## src/rtl/uart_rx.sv

```systemverilog
// Asynchronous 8N1 serial receiver with mid-bit sampling and a valid/ready byte output.
// Define UART_RX_PARITY_EN to expect an even-parity bit between the data bits and the stop bit.
module uart_rx #(
  parameter int CLOCK_RATE_HZ   = 100_000_000,
  parameter int BAUD_RATE_HZ    = 115_200,
  parameter int CLOCKS_PER_BAUD = CLOCK_RATE_HZ / BAUD_RATE_HZ
) (
  input  logic       clk,
  input  logic       rst,
  input  logic       rx,
  output logic [7:0] data,
  output logic       valid,
  input  logic       ready,
  output logic       frame_err,
  output logic       parity_err,
  output logic       overrun,
  output logic       busy
);

  localparam int CW = $clog2(CLOCKS_PER_BAUD);
  localparam logic [CW-1:0] HALF_LOAD = CW'(CLOCKS_PER_BAUD / 2 - 1);
  localparam logic [CW-1:0] FULL_LOAD = CW'(CLOCKS_PER_BAUD - 1);

  typedef enum logic [2:0] {IDLE, START, DATA, PARITY, STOP} state_t;

  state_t          state_reg, state_next;
  logic            sync1_reg, rx_s_reg;
  logic [CW-1:0]   baud_cnt_reg;
  logic [2:0]      bit_cnt_reg;
  logic [7:0]      shreg_reg, data_reg;
  logic            valid_reg, frame_err_reg, overrun_reg;
  logic            armed_reg;
  logic            tick, start_det;
`ifdef UART_RX_PARITY_EN
  logic            par_bad_reg, parity_err_reg;
`endif

  assign tick = (baud_cnt_reg == '0);
  // armed_reg blocks a held-low (break) line from looking like a fresh start edge
  assign start_det = (state_reg == IDLE) && !rx_s_reg && armed_reg;

  always_ff @(posedge clk) begin
    if (rst) state_reg <= IDLE;
    else     state_reg <= state_next;
  end

  always_comb begin
    state_next = state_reg;
    case (state_reg)
      IDLE:   if (start_det) state_next = START;
      START:  if (tick) state_next = rx_s_reg ? IDLE : DATA;
      DATA:   if (tick && bit_cnt_reg == 3'd7) begin
`ifdef UART_RX_PARITY_EN
        state_next = PARITY;
`else
        state_next = STOP;
`endif
      end
      PARITY: if (tick) state_next = STOP;
      STOP:   if (tick) state_next = IDLE;
      default: state_next = IDLE;
    endcase
  end

  always_ff @(posedge clk) begin
    if (rst) begin
      sync1_reg      <= 1'b1;
      rx_s_reg       <= 1'b1;
      baud_cnt_reg   <= '0;
      bit_cnt_reg    <= '0;
      shreg_reg      <= '0;
      data_reg       <= '0;
      valid_reg      <= 1'b0;
      frame_err_reg  <= 1'b0;
      overrun_reg    <= 1'b0;
      armed_reg      <= 1'b0;
`ifdef UART_RX_PARITY_EN
      par_bad_reg    <= 1'b0;
      parity_err_reg <= 1'b0;
`endif
    end else begin
      sync1_reg     <= rx;
      rx_s_reg      <= sync1_reg;
      frame_err_reg <= 1'b0;
      overrun_reg   <= 1'b0;
`ifdef UART_RX_PARITY_EN
      parity_err_reg <= 1'b0;
`endif
      if (rx_s_reg) armed_reg <= 1'b1;
      if (valid_reg && ready) valid_reg <= 1'b0;

      if (state_reg == IDLE) begin
        if (start_det) baud_cnt_reg <= HALF_LOAD;
      end else begin
        baud_cnt_reg <= tick ? FULL_LOAD : baud_cnt_reg - CW'(1);
      end

      if (tick) begin
        case (state_reg)
          START: bit_cnt_reg <= '0;
          DATA: begin
            shreg_reg   <= {rx_s_reg, shreg_reg[7:1]};
            bit_cnt_reg <= bit_cnt_reg + 3'd1;
          end
`ifdef UART_RX_PARITY_EN
          PARITY: par_bad_reg <= ^{shreg_reg, rx_s_reg};
`endif
          STOP: begin
            if (rx_s_reg) begin
              // A consumer taking the old byte this cycle frees the slot for the new one
              if (!valid_reg || ready) begin
                data_reg  <= shreg_reg;
                valid_reg <= 1'b1;
              end else begin
                overrun_reg <= 1'b1;
              end
`ifdef UART_RX_PARITY_EN
              parity_err_reg <= par_bad_reg;
`endif
            end else begin
              frame_err_reg <= 1'b1;
              armed_reg     <= 1'b0;
            end
          end
          default: ;
        endcase
      end
    end
  end

  assign data      = data_reg;
  assign valid     = valid_reg;
  assign frame_err = frame_err_reg;
  assign overrun   = overrun_reg;
  assign busy      = (state_reg != IDLE);
`ifdef UART_RX_PARITY_EN
  assign parity_err = parity_err_reg;
`else
  assign parity_err = 1'b0;
`endif

endmodule

```

## config.mk

```make
export PLATFORM = sky130hd
export DESIGN_NAME = uart_rx
export DESIGN_NICKNAME = d
export VERILOG_FILES = /design/src/rtl/uart_rx.sv
export SDC_FILE = /design/constraint.sdc
export NUM_CORES = 1
export LEC_CHECK = 0
export BUFFER_PORTS_ARGS = -buffer_cell sky130_fd_sc_hd__buf_2
export CORE_MARGIN = 5
export CORE_UTILIZATION = 57
export DETAILED_ROUTE_END_ITERATION = 7
export HOLD_SLACK_MARGIN = 0.15
export PLACE_DENSITY = 0.85
export SYNTH_ARGS = -nofsm -noshare
export SYNTH_HDL_FRONTEND = slang
export SYNTH_SLANG_ARGS = --single-unit
```

## constraint.sdc

```tcl
create_clock -name clk -period 2 [get_ports clk]
set_clock_uncertainty 0.05 [all_clocks]
set_input_delay 0.4 -clock clk [delete_from_list [all_inputs] [get_ports clk]]
set_output_delay 0.4 -clock clk [all_outputs]
set_load 0.02 [all_outputs]
```

==> results of run 1 <==
## routing by layer
metal | vias to the layer above | wire, microns | part of all wire [%]
li1 | 797 | - | -
met1 | 729 | 1730 | 46
met2 | 47 | 1740 | 46
met3 | 11 | 181 | 4.8
met4 | 0 | 93 | 2.5
met5 | - | 0 | 0
## critical path, delay by kind of cell (launching register included)
family                 cells  cell delay, ps
buffers and inverters      3             420
DFF                        1             400
and+or+nand+nor            1             230
## cell families after synthesis
family,after synthesis,synth area share (%)
adder cells (fa/ha/maj),3,2.18
flip-flops,38,44.2
multiplexers,1,0.581
buffers and inverters,18,4.65
other,1,0.218
AND/OR/NAND/NOR,84,28.0
AO/OA/AOI/OAI,59,20.2
## synthesized netlist by cell type, types with 2 or more instances
| master | count |
|---|---|
| nand3_1 | 25 |
| a31oi_1 | 2 |
| inv_1 | 6 |
| or2_2 | 4 |
| a21oi_1 | 30 |
| ha_1 | 3 |
| buf_4 | 3 |
| a41oi_1 | 2 |
| nor3b_1 | 4 |
| nor3b_2 | 2 |
| nand2_1 | 15 |
| nor2_1 | 8 |
| nand3b_1 | 2 |
| nor3_1 | 6 |
| clkbuf_1 | 8 |
| o21ai_0 | 15 |
| dfxtp_1 | 38 |
| a311oi_1 | 4 |
| or3_1 | 2 |
| nand2b_1 | 2 |
| nor2b_1 | 3 |
| nand4_1 | 4 |
## path summary, 6_finish.rpt
path	start	to	slack [ps]
hold / removal	rx	sync1_reg	160
setup reg to reg	baud_cnt_reg[0]	data[3]	210
hold reg to reg	sync1_reg	rx_s_reg	370
setup / recovery	state_reg[2]	busy	140
## through the flow
step | power, mW | std cells
global placement | 1.02 | 252
floorplan | 0.966 | 204
detailed placement | 1.02 | 252
CTS | 1.53 | 260
global route | 1.60 | 260
finish | 1.53 | 260
## final cells by class
class,count,area [sq um]
fill,268,1030
timing repair buffer,27,165
clock inverter,1,30.0
tap,33,41.3
multi-input combinational,148,882
clock buffer,7,45.0
inverter,6,22.5
sequential,38,761
## report_power, final
part           switching, mW  internal, mW  total [mW]
Clock                  0.253         0.265       0.518
Sequential            0.0165         0.770       0.786
Combinational          0.148        0.0759       0.224
Total                  0.418          1.11        1.53
==> results.sh, run 1 <==
export IMPL_cts_buffers=5
export IMPL_ant_nets=0
export IMPL_clock_sinks=38
export IMPL_die_h_microns=65.0
export IMPL_grt_ovfl_total=0
export IMPL_gp_congestion=0.859
export IMPL_path_max_fanout=14
export IMPL_synth_ff_latch_count=38
export IMPL_wl_per_cell_microns=14.4
export IMPL_synth_top_cell_by_area="dfxtp_1"
export IMPL_path_class="flop to primary output"
export IMPL_grt_pass1_wl_mm=6.51
export IMPL_grt_use_total_pct=19.9
export IMPL_setup_violations=0
export IMPL_fin_util_pct=65.4
export IMPL_setup_tns_ps=0
export IMPL_largest_register_ffs=10
export IMPL_place_ws_ps=255
export IMPL_grt_use_met1_pct=25.2
export IMPL_root_buffer="clkbuf_4"
export IMPL_drc=0
export IMPL_via_per_inst=6.09
export IMPL_syn_area_sq_um=1720
export IMPL_fmax_ghz=0.538
export IMPL_drive_gt1_share_pct=19.4
export IMPL_maxCapViolations=0
export IMPL_grt_busiest_layer="met2"
export IMPL_worst_r2r_cell_count=7
export IMPL_crit_required_ps=1550
export IMPL_htreeDepth=2
export IMPL_antenna_found_initial=0
export IMPL_slew_viol_final=0
export IMPL_detail_route_iter0_violations=95
export IMPL_syn_inst=204
export IMPL_firstDrtPassIters=5
export IMPL_die_area_sq_um=4220
export IMPL_fin_crit_ps=1860
export IMPL_outcome="complete, no violations"
export IMPL_postCtsSetupBuffers=0
export IMPL_synth_area_per_cell_sq_um=8.45
export IMPL_cts_resized_gates=0
export IMPL_routed_via_count=1584
export IMPL_start_kind="flop"
export IMPL_slowest_stage="dfxtp_1"
export IMPL_fin_crit_sh_pct=92.9
export IMPL_synth_edff_count=0
export IMPL_cts_tree="yes"
export IMPL_rsz0062_at_grt="false"
export IMPL_diodes=0
export IMPL_worstSkewPairLatency_ps=360
export IMPL_final_common_cell="dfxtp_1"
export IMPL_crit_path_max_incr_delay_ps=400
export IMPL_crit_path_end_kind="primary output"
export IMPL_timing_hold_ws_ps=164
export IMPL_hold_depth=2
export IMPL_synth_top_cells_by_area="dfxtp_1, a21oi_1, nand3_1, o21ai_0, nand2_1"
export IMPL_coreArea_sq_um=2980
export IMPL_hp_class="input port to flop"
export IMPL_met3_usage_pct=4.51
export IMPL_grt_max_degree=22
export IMPL_final_area_sq_um=1950
export IMPL_max_vdd_ir_drop_v=0.000391
export IMPL_die_w_microns=65.0
export IMPL_placed_cell_area_sq_um=1870
export IMPL_rows=20
export IMPL_nNetsFinal=233
export IMPL_p_leak_nw=0.729
export IMPL_clk_pin_slew_worst_paths_ps=110
export IMPL_hold_violations=0
export IMPL_initial_utilization_pct=57.9
export IMPL_syn_nets=211
export IMPL_syn2layout_area_growth_pct=13.0
export IMPL_dpl_hpwl_mm=2.60
export IMPL_grt_use_met2_pct=30.9
export IMPL_fin_ws_ps=142
export IMPL_mostFrequentLayoutCells="dfxtp_1, a21oi_1, nand3_1"
export IMPL_synth_seq_area_share_pct=44.2
export IMPL_synth_top_area_share_pct=44.2
export IMPL_ys_types=38
export IMPL_cp_arrival_ps=1410
export IMPL_synthArstFlopShare_pct=0
export IMPL_pwr_density_cell_nw_per_um2=785
export IMPL_ctsHoldBuffers=0
export IMPL_grt_pass1_vias=1444
export IMPL_synth_ff_type="dfxtp_1"
export IMPL_cts_buffer_depth=2
export IMPL_wl_mm=3.75
export IMPL_synth_warning_count=0
export IMPL_ioPinCount=17
export IMPL_io_buffers=15
export IMPL_crit_path_cell_trace="nor3_2, inv_1, buf_4, buf_2"
Note: power is estimated with default switching activity, not from simulation.
==> run 2: changes to the inputs <==
--- a/config.mk
+++ b/config.mk
@@ -7,10 +7,10 @@
 export LEC_CHECK = 0
 export BUFFER_PORTS_ARGS = -buffer_cell sky130_fd_sc_hd__buf_2
 export CORE_MARGIN = 5
-export CORE_UTILIZATION = 57
+export CORE_UTILIZATION = 60
 export DETAILED_ROUTE_END_ITERATION = 7
 export HOLD_SLACK_MARGIN = 0.15
-export PLACE_DENSITY = 0.85
+export PLACE_DENSITY = 0.89
 export SYNTH_ARGS = -nofsm -noshare
 export SYNTH_HDL_FRONTEND = slang
 export SYNTH_SLANG_ARGS = --single-unit
==> constraint.sdc (replaced) <==
create_clock -name clk -period 2.41 [get_ports clk]
set_clock_uncertainty 0.05 [all_clocks]
set_input_delay 0.482 -clock clk [delete_from_list [all_inputs] [get_ports clk]]
set_output_delay 0.482 -clock clk [all_outputs]
set_load 0.02 [all_outputs]
==> run 2 against run 1 <==
  * Flip-flop and latch count is the same
  * Global-route usage fell by 2.1 points
  * Critical path depth did not move
  * Via count down 2.5%
  * Worst hold slack gained 120 ps
  * Critical path type unchanged
  * Sequential share of layout area increased by 1.5 points
  * Final cell count down 3.5%
  * Power down 24%
  * Largest power group unchanged
  * Cell area is 3.6% lower
  * Die area fell by 4.2%
  * Setup slack better by 100 ps
  * Register-to-register slack better by 60 ps
==> results.sh, run 2 (synthesis gave the netlist of run 1 again) <==
export IMPL_final_area_sq_um=1880
export IMPL_cp_arrival_ps=1630
export IMPL_wl_per_cell_microns=13.9
export IMPL_p_leak_nw=0.691
export IMPL_cts_resized_gates=0
export IMPL_grt_ovfl_total=0
export IMPL_max_slew_margin_rel_pct=56.4
export IMPL_root_buffer="clkbuf_4"
export IMPL_grt_pass1_wl_mm=5.93
export IMPL_htreeDepth=2
export IMPL_routed_via_count=1545
export IMPL_die_w_microns=63.6
export IMPL_die_h_microns=63.6
export IMPL_ioPinCount=17
export IMPL_initial_utilization_pct=62.5
export IMPL_syn2layout_area_growth_pct=8.93
export IMPL_hp_class="input port to flop"
export IMPL_drc=0
export IMPL_mostFrequentLayoutCells="dfxtp_1, a21oi_1, nand3_1"
export IMPL_cts_buffer_depth=2
export IMPL_firstDrtPassIters=4
export IMPL_gp_congestion=0.916
export IMPL_die_area_sq_um=4040
export IMPL_setup_tns_ps=0
export IMPL_slew_viol_final=0
export IMPL_worstMarginPinSlew_ps=653
export IMPL_place_ws_ps=338
export IMPL_fin_util_pct=68.1
export IMPL_final_common_cell="dfxtp_1"
export IMPL_outcome="complete, no violations"
export IMPL_fin_ws_ps=246
export IMPL_cts_tree="yes"
export IMPL_n_fill_cell=231
export IMPL_fin_crit_sh_pct=89.8
export IMPL_maxCapViolations=0
export IMPL_dpl_hpwl_mm=2.40
export IMPL_clk_pin_slew_worst_paths_ps=110
export IMPL_pwr_density_cell_nw_per_um2=615
export IMPL_io_buffers=15
export IMPL_setup_violations=0
export IMPL_diodes=0
export IMPL_grt_max_degree=39
export IMPL_via_per_inst=6.16
export IMPL_fin_crit_ps=2160
export IMPL_cts_buffers=5
export IMPL_postCtsSetupBuffers=0
export IMPL_grt_use_total_pct=17.8
export IMPL_placed_cell_area_sq_um=1820
export IMPL_ctsHoldBuffers=0
export IMPL_worstSkewPairLatency_ps=340
export IMPL_antenna_found_initial=0
export IMPL_clock_sinks=38
export IMPL_wl_mm=3.50
export IMPL_grt_pass1_vias=1314
export IMPL_largest_register_ffs=10
export IMPL_nNetsFinal=226
export IMPL_rsz0062_at_grt="false"
export IMPL_drive_gt1_share_pct=17.3
export IMPL_fmax_ghz=0.462
export IMPL_crit_path_end_kind="primary output"
export IMPL_path_class="flop to primary output"
export IMPL_rows=19
export IMPL_detail_route_iter0_violations=87
export IMPL_max_vdd_ir_drop_v=0.000654
export IMPL_crit_required_ps=1880
export IMPL_coreArea_sq_um=2760
export IMPL_hold_violations=0
export IMPL_ant_nets=0
export IMPL_path_max_fanout=15
export IMPL_start_kind="flop"
run 2: area by class of cell:
class / count / area, sq um / area share, %
inverter: 6 / 22.5 / 1.20
sequential: 38 / 761 / 40.5
multi-input combinational: 148 / 882 / 47.0
tap: 31 / 38.8 / 2.07
timing repair buffer: 20 / 113 / 6.00
clock buffer: 7 / 55.1 / 2.93
clock inverter: 1 / 5.00 / 0.267
run 2: final timing paths:
| path | slack [ps] | from | to | cells past startpoint |
|---|---|---|---|---|
| min | 280 | rx | sync1_reg | 2 |
| max reg2reg | 270 | baud_cnt_reg[0] | state_reg[1] | 6 |
| min reg2reg | 370 | sync1_reg | rx_s_reg | 1 |
| max | 250 | state_reg[1] | busy | 4 |
run 2: power by group:
group	internal, mW	switching, mW	leakage, nW	total [mW]
registers	0.639	0.0132	0.308	0.652
clock network	0.141	0.198	0.0353	0.340
logic	0.0472	0.115	0.348	0.162
total	0.827	0.327	0.691	1.15
run 2: routing by layer:
layer | track usage, % | vias to the layer above | routed length, microns
met5 | 0 | - | 0
met4 | 5.45 | 0 | 42
met3 | 4.80 | 7 | 210
met2 | 27.3 | 45 | 1630
met1 | 24.2 | 722 | 1610
li1 | - | 771 | -
run 2: critical path, cell delays in order, from the launching register on:
cell	delay (ps)
dfxtp_1	490
nor3_2	70
buf_4	170
inv_1	310
buf_2	240
run 2: through the flow:
| stage | total power, mW | cells | hold slack, ps |
|---|---|---|---|
| after CTS | 1.16 | 251 | 265 |
| after floorplan | 0.801 | 204 | 339 |
| after global placement | 0.822 | 243 | 345 |
| final | 1.15 | 251 | 279 |
| after detailed placement | 0.826 | 243 | 344 |
| after global routing | 1.22 | 251 | 263 |
==> run 3: changes to the inputs <==
--- a/config.mk
+++ b/config.mk
@@ -5,12 +5,13 @@
 export SDC_FILE = /design/constraint.sdc
 export NUM_CORES = 1
 export LEC_CHECK = 0
+export ABC_AREA = 1
 export BUFFER_PORTS_ARGS = -buffer_cell sky130_fd_sc_hd__buf_2
 export CORE_MARGIN = 5
-export CORE_UTILIZATION = 60
+export CORE_UTILIZATION = 57
 export DETAILED_ROUTE_END_ITERATION = 7
 export HOLD_SLACK_MARGIN = 0.15
-export PLACE_DENSITY = 0.89
+export PLACE_DENSITY = 0.85
 export SYNTH_ARGS = -nofsm -noshare
 export SYNTH_HDL_FRONTEND = slang
 export SYNTH_SLANG_ARGS = --single-unit
==> constraint.sdc (replaced) <==
create_clock -name clk -period 2.1 [get_ports clk]
set_clock_uncertainty 0.05 [all_clocks]
set_input_delay 0.42 -clock clk [delete_from_list [all_inputs] [get_ports clk]]
set_output_delay 0.42 -clock clk [all_outputs]
set_load 0.02 [all_outputs]
==> run 3 against run 2 <==
  * Worst hold slack got worse by 78 ps
  * Non-clock buffer count decreased by 2
  * Flip-flop and latch count unchanged
  * Register-to-register slack improved by 80 ps
  * Global-route usage increased by 0.69 points
  * Via count decreased by 0.39%
  * Critical path type is now flop to flop
  * Final cell count increased by 11%
==> results.sh, run 3 <==
export IMPL_outcome="complete, no violations"
export IMPL_hp_class="input port to flop"
export IMPL_fin_crit_ps=1750
export IMPL_synth_ff_type="dfxtp_1"
export IMPL_start_kind="flop"
export IMPL_max_vdd_ir_drop_v=0.000637
export IMPL_synth_top_cell_by_area="dfxtp_1"
export IMPL_detail_route_iter0_violations=107
export IMPL_ant_nets=0
export IMPL_setup_violations=0
export IMPL_maxCapViolations=0
export IMPL_coreArea_sq_um=2810
export IMPL_crit_path_end_kind="flop"
export IMPL_mostFrequentLayoutCells="dfxtp_1, nand2_1, nor2_1, a21oi_1, nand3_1"
export IMPL_total_power_mw=2.89
export IMPL_synth_top_area_share_pct=44.6
export IMPL_postCtsSetupBuffers=0
export IMPL_die_area_sq_um=4180
export IMPL_ioPinCount=17
export IMPL_worstSkewPairLatency_ps=350
export IMPL_clock_sinks=38
export IMPL_die_h_microns=64.7
export IMPL_grt_use_total_pct=18.5
export IMPL_wl_per_cell_microns=12.6
export IMPL_synthTopCellsByCount="dfxtp_1, nand2_1, nor2_1, a21oi_1, nand3_1"
export IMPL_firstDrtPassIters=4
export IMPL_syn_nets=236
export IMPL_cp_arrival_ps=1930
export IMPL_htreeDepth=2
export IMPL_grt_max_degree=26
export IMPL_synth_seq_area_share_pct=44.6
export IMPL_synth_edff_count=0
export IMPL_fmax_ghz=0.573
export IMPL_timing_hold_ws_ps=201
export IMPL_syn_area_sq_um=1700
export IMPL_gp_congestion=0.910
export IMPL_setup_tns_ps=0
export IMPL_cts_resized_gates=0
export IMPL_synth_simple_area_share_pct=28.0
export IMPL_cts_buffer_depth=2
export IMPL_synth_warning_count=0
export IMPL_cts_buffers=5
export IMPL_synthXorXnorAreaFrac_pct=1.03
export IMPL_via_per_inst=5.52
export IMPL_dpl_hpwl_mm=2.57
export IMPL_fin_crit_sh_pct=83.2
export IMPL_initial_utilization_pct=60.7
export IMPL_n_fill_cell=239
export IMPL_synth_ff_latch_count=38
export IMPL_drive_gt1_share_pct=19.4
export IMPL_place_ws_ps=375
export IMPL_drc=0
export IMPL_crit_required_ps=2280
export IMPL_hold_violations=0
export IMPL_synthMuxAreaShare_pct=0
export IMPL_synth_compound_area_share_pct=15.8
export IMPL_slew_viol_final=0
export IMPL_syn2layout_area_growth_pct=10.1
export IMPL_root_buffer="clkbuf_4"
export IMPL_routed_via_count=1539
export IMPL_die_w_microns=64.7
export IMPL_final_common_cell="dfxtp_1"
export IMPL_yosys_area_share_adder_pct=2.20
export IMPL_largest_register_ffs=10
export IMPL_syn_inst=229
export IMPL_rows=19
export IMPL_synthArstFlopShare_pct=0
export IMPL_pwr_density_cell_nw_per_um2=1540
export IMPL_ys_types=27
export IMPL_path_max_fanout=10
export IMPL_antenna_found_initial=0
export IMPL_grt_pass1_wl_mm=6.07
export IMPL_rsz0062_at_grt="false"
export IMPL_cts_tree="yes"
export IMPL_fin_ws_ps=353
export IMPL_synth_top_family_by_area="simple AND/OR/NAND/NOR gates"
export IMPL_synth_area_per_cell_sq_um=7.44
export IMPL_ctsHoldBuffers=0
export IMPL_path_class="flop to flop"
export IMPL_wl_mm=3.53
export IMPL_p_leak_nw=0.828
export IMPL_synth_top_cells_by_area="dfxtp_1, a21oi_1, nand2_1, nor2_1, nand3_1"
export IMPL_grt_pass1_vias=1339
export IMPL_synth_most_common_cell="dfxtp_1"
export IMPL_io_buffers=15
export IMPL_diodes=0
export IMPL_clk_pin_slew_worst_paths_ps=110
export IMPL_nNetsFinal=254
export IMPL_grt_ovfl_total=0
## run 3: changes by cell type in the layout (fill, tap and decap cells not counted), sizes merged, moves of 3 or more
cell and delta:
nand2 +23, nand3 -3, inv +20, nor2 +27
nor3 -5, nand4 -3, nor3b -6, a311oi -4
nor2b -3
## run 3: logic make-up (layout without fill, tap and decap cells)
logic type / Yosys count / in the layout
AND/OR/NAND/NOR: 102 / 102
adder cells (fa/ha/maj): 3 / 3
AO/OA/AOI/OAI: 50 / 50
other: 1 / 1
buffers and inverters: 33 / 52
flip-flops: 38 / 38
XOR/XNOR: 2 / 2
## run 3: layout make-up
type	instances	area, sq um	share of cell area [%]
repair buffers	18	97.6	5.20
clock inverters	3	40.0	2.13
flip-flops and latches	38	761	40.5
well taps	31	38.8	2.07
multi-input cells	158	805	42.9
clock buffers	5	37.5	2.00
inverters	26	97.6	5.20
## run 3: layer usage
metal	global-route usage [%]	share of wire, %	vias to the layer above
met5	0	0	-
met4	9.23	2.0	0
met3	4.15	5.3	8
met2	29.4	47	39
met1	23.7	46	709
li1	-	-	783
## run 3: stage by stage
stage / instances / util, % / instance area (sq um)
2_1_floorplan: 229 / - / 1700
3_3_place_gp: 271 / 64.1 / 1800
3_5_place_dp: 271 / 64.1 / 1800
4_1_cts: 279 / 66.9 / 1880
5_1_grt: 279 / 66.9 / 1880
6_report: 279 / 66.9 / 1880
## run 3: report_power, final
group          switching [mW]  internal (mW)  total [mW]
registers               0.150          0.878        1.03
logic                   0.925          0.451        1.38
clock network           0.238          0.246       0.484
total                    1.31           1.57        2.89
## run 3: path summary, 6_finish.rpt
| kind | from | endpoint | slack [ps] | cells past startpoint |
|---|---|---|---|---|
| min | rx | sync1_reg | 200 | 2 |
| min reg2reg | sync1_reg | rx_s_reg | 380 | 1 |
| max reg2reg | baud_cnt_reg[0] | data[2] | 350 | 9 |
| max | baud_cnt_reg[0] | data[2] | 350 | 9 |
## run 3: worst max-delay path, cell delays in order (launching register included)
cell     delay [ps]
dfxtp_1         340
inv_1           110
ha_1            230
nand2_2         100
nor2_4          100
nand3_4         160
nor2_4          230
nand2_2         160
nand2_1         100
a21oi_1          60
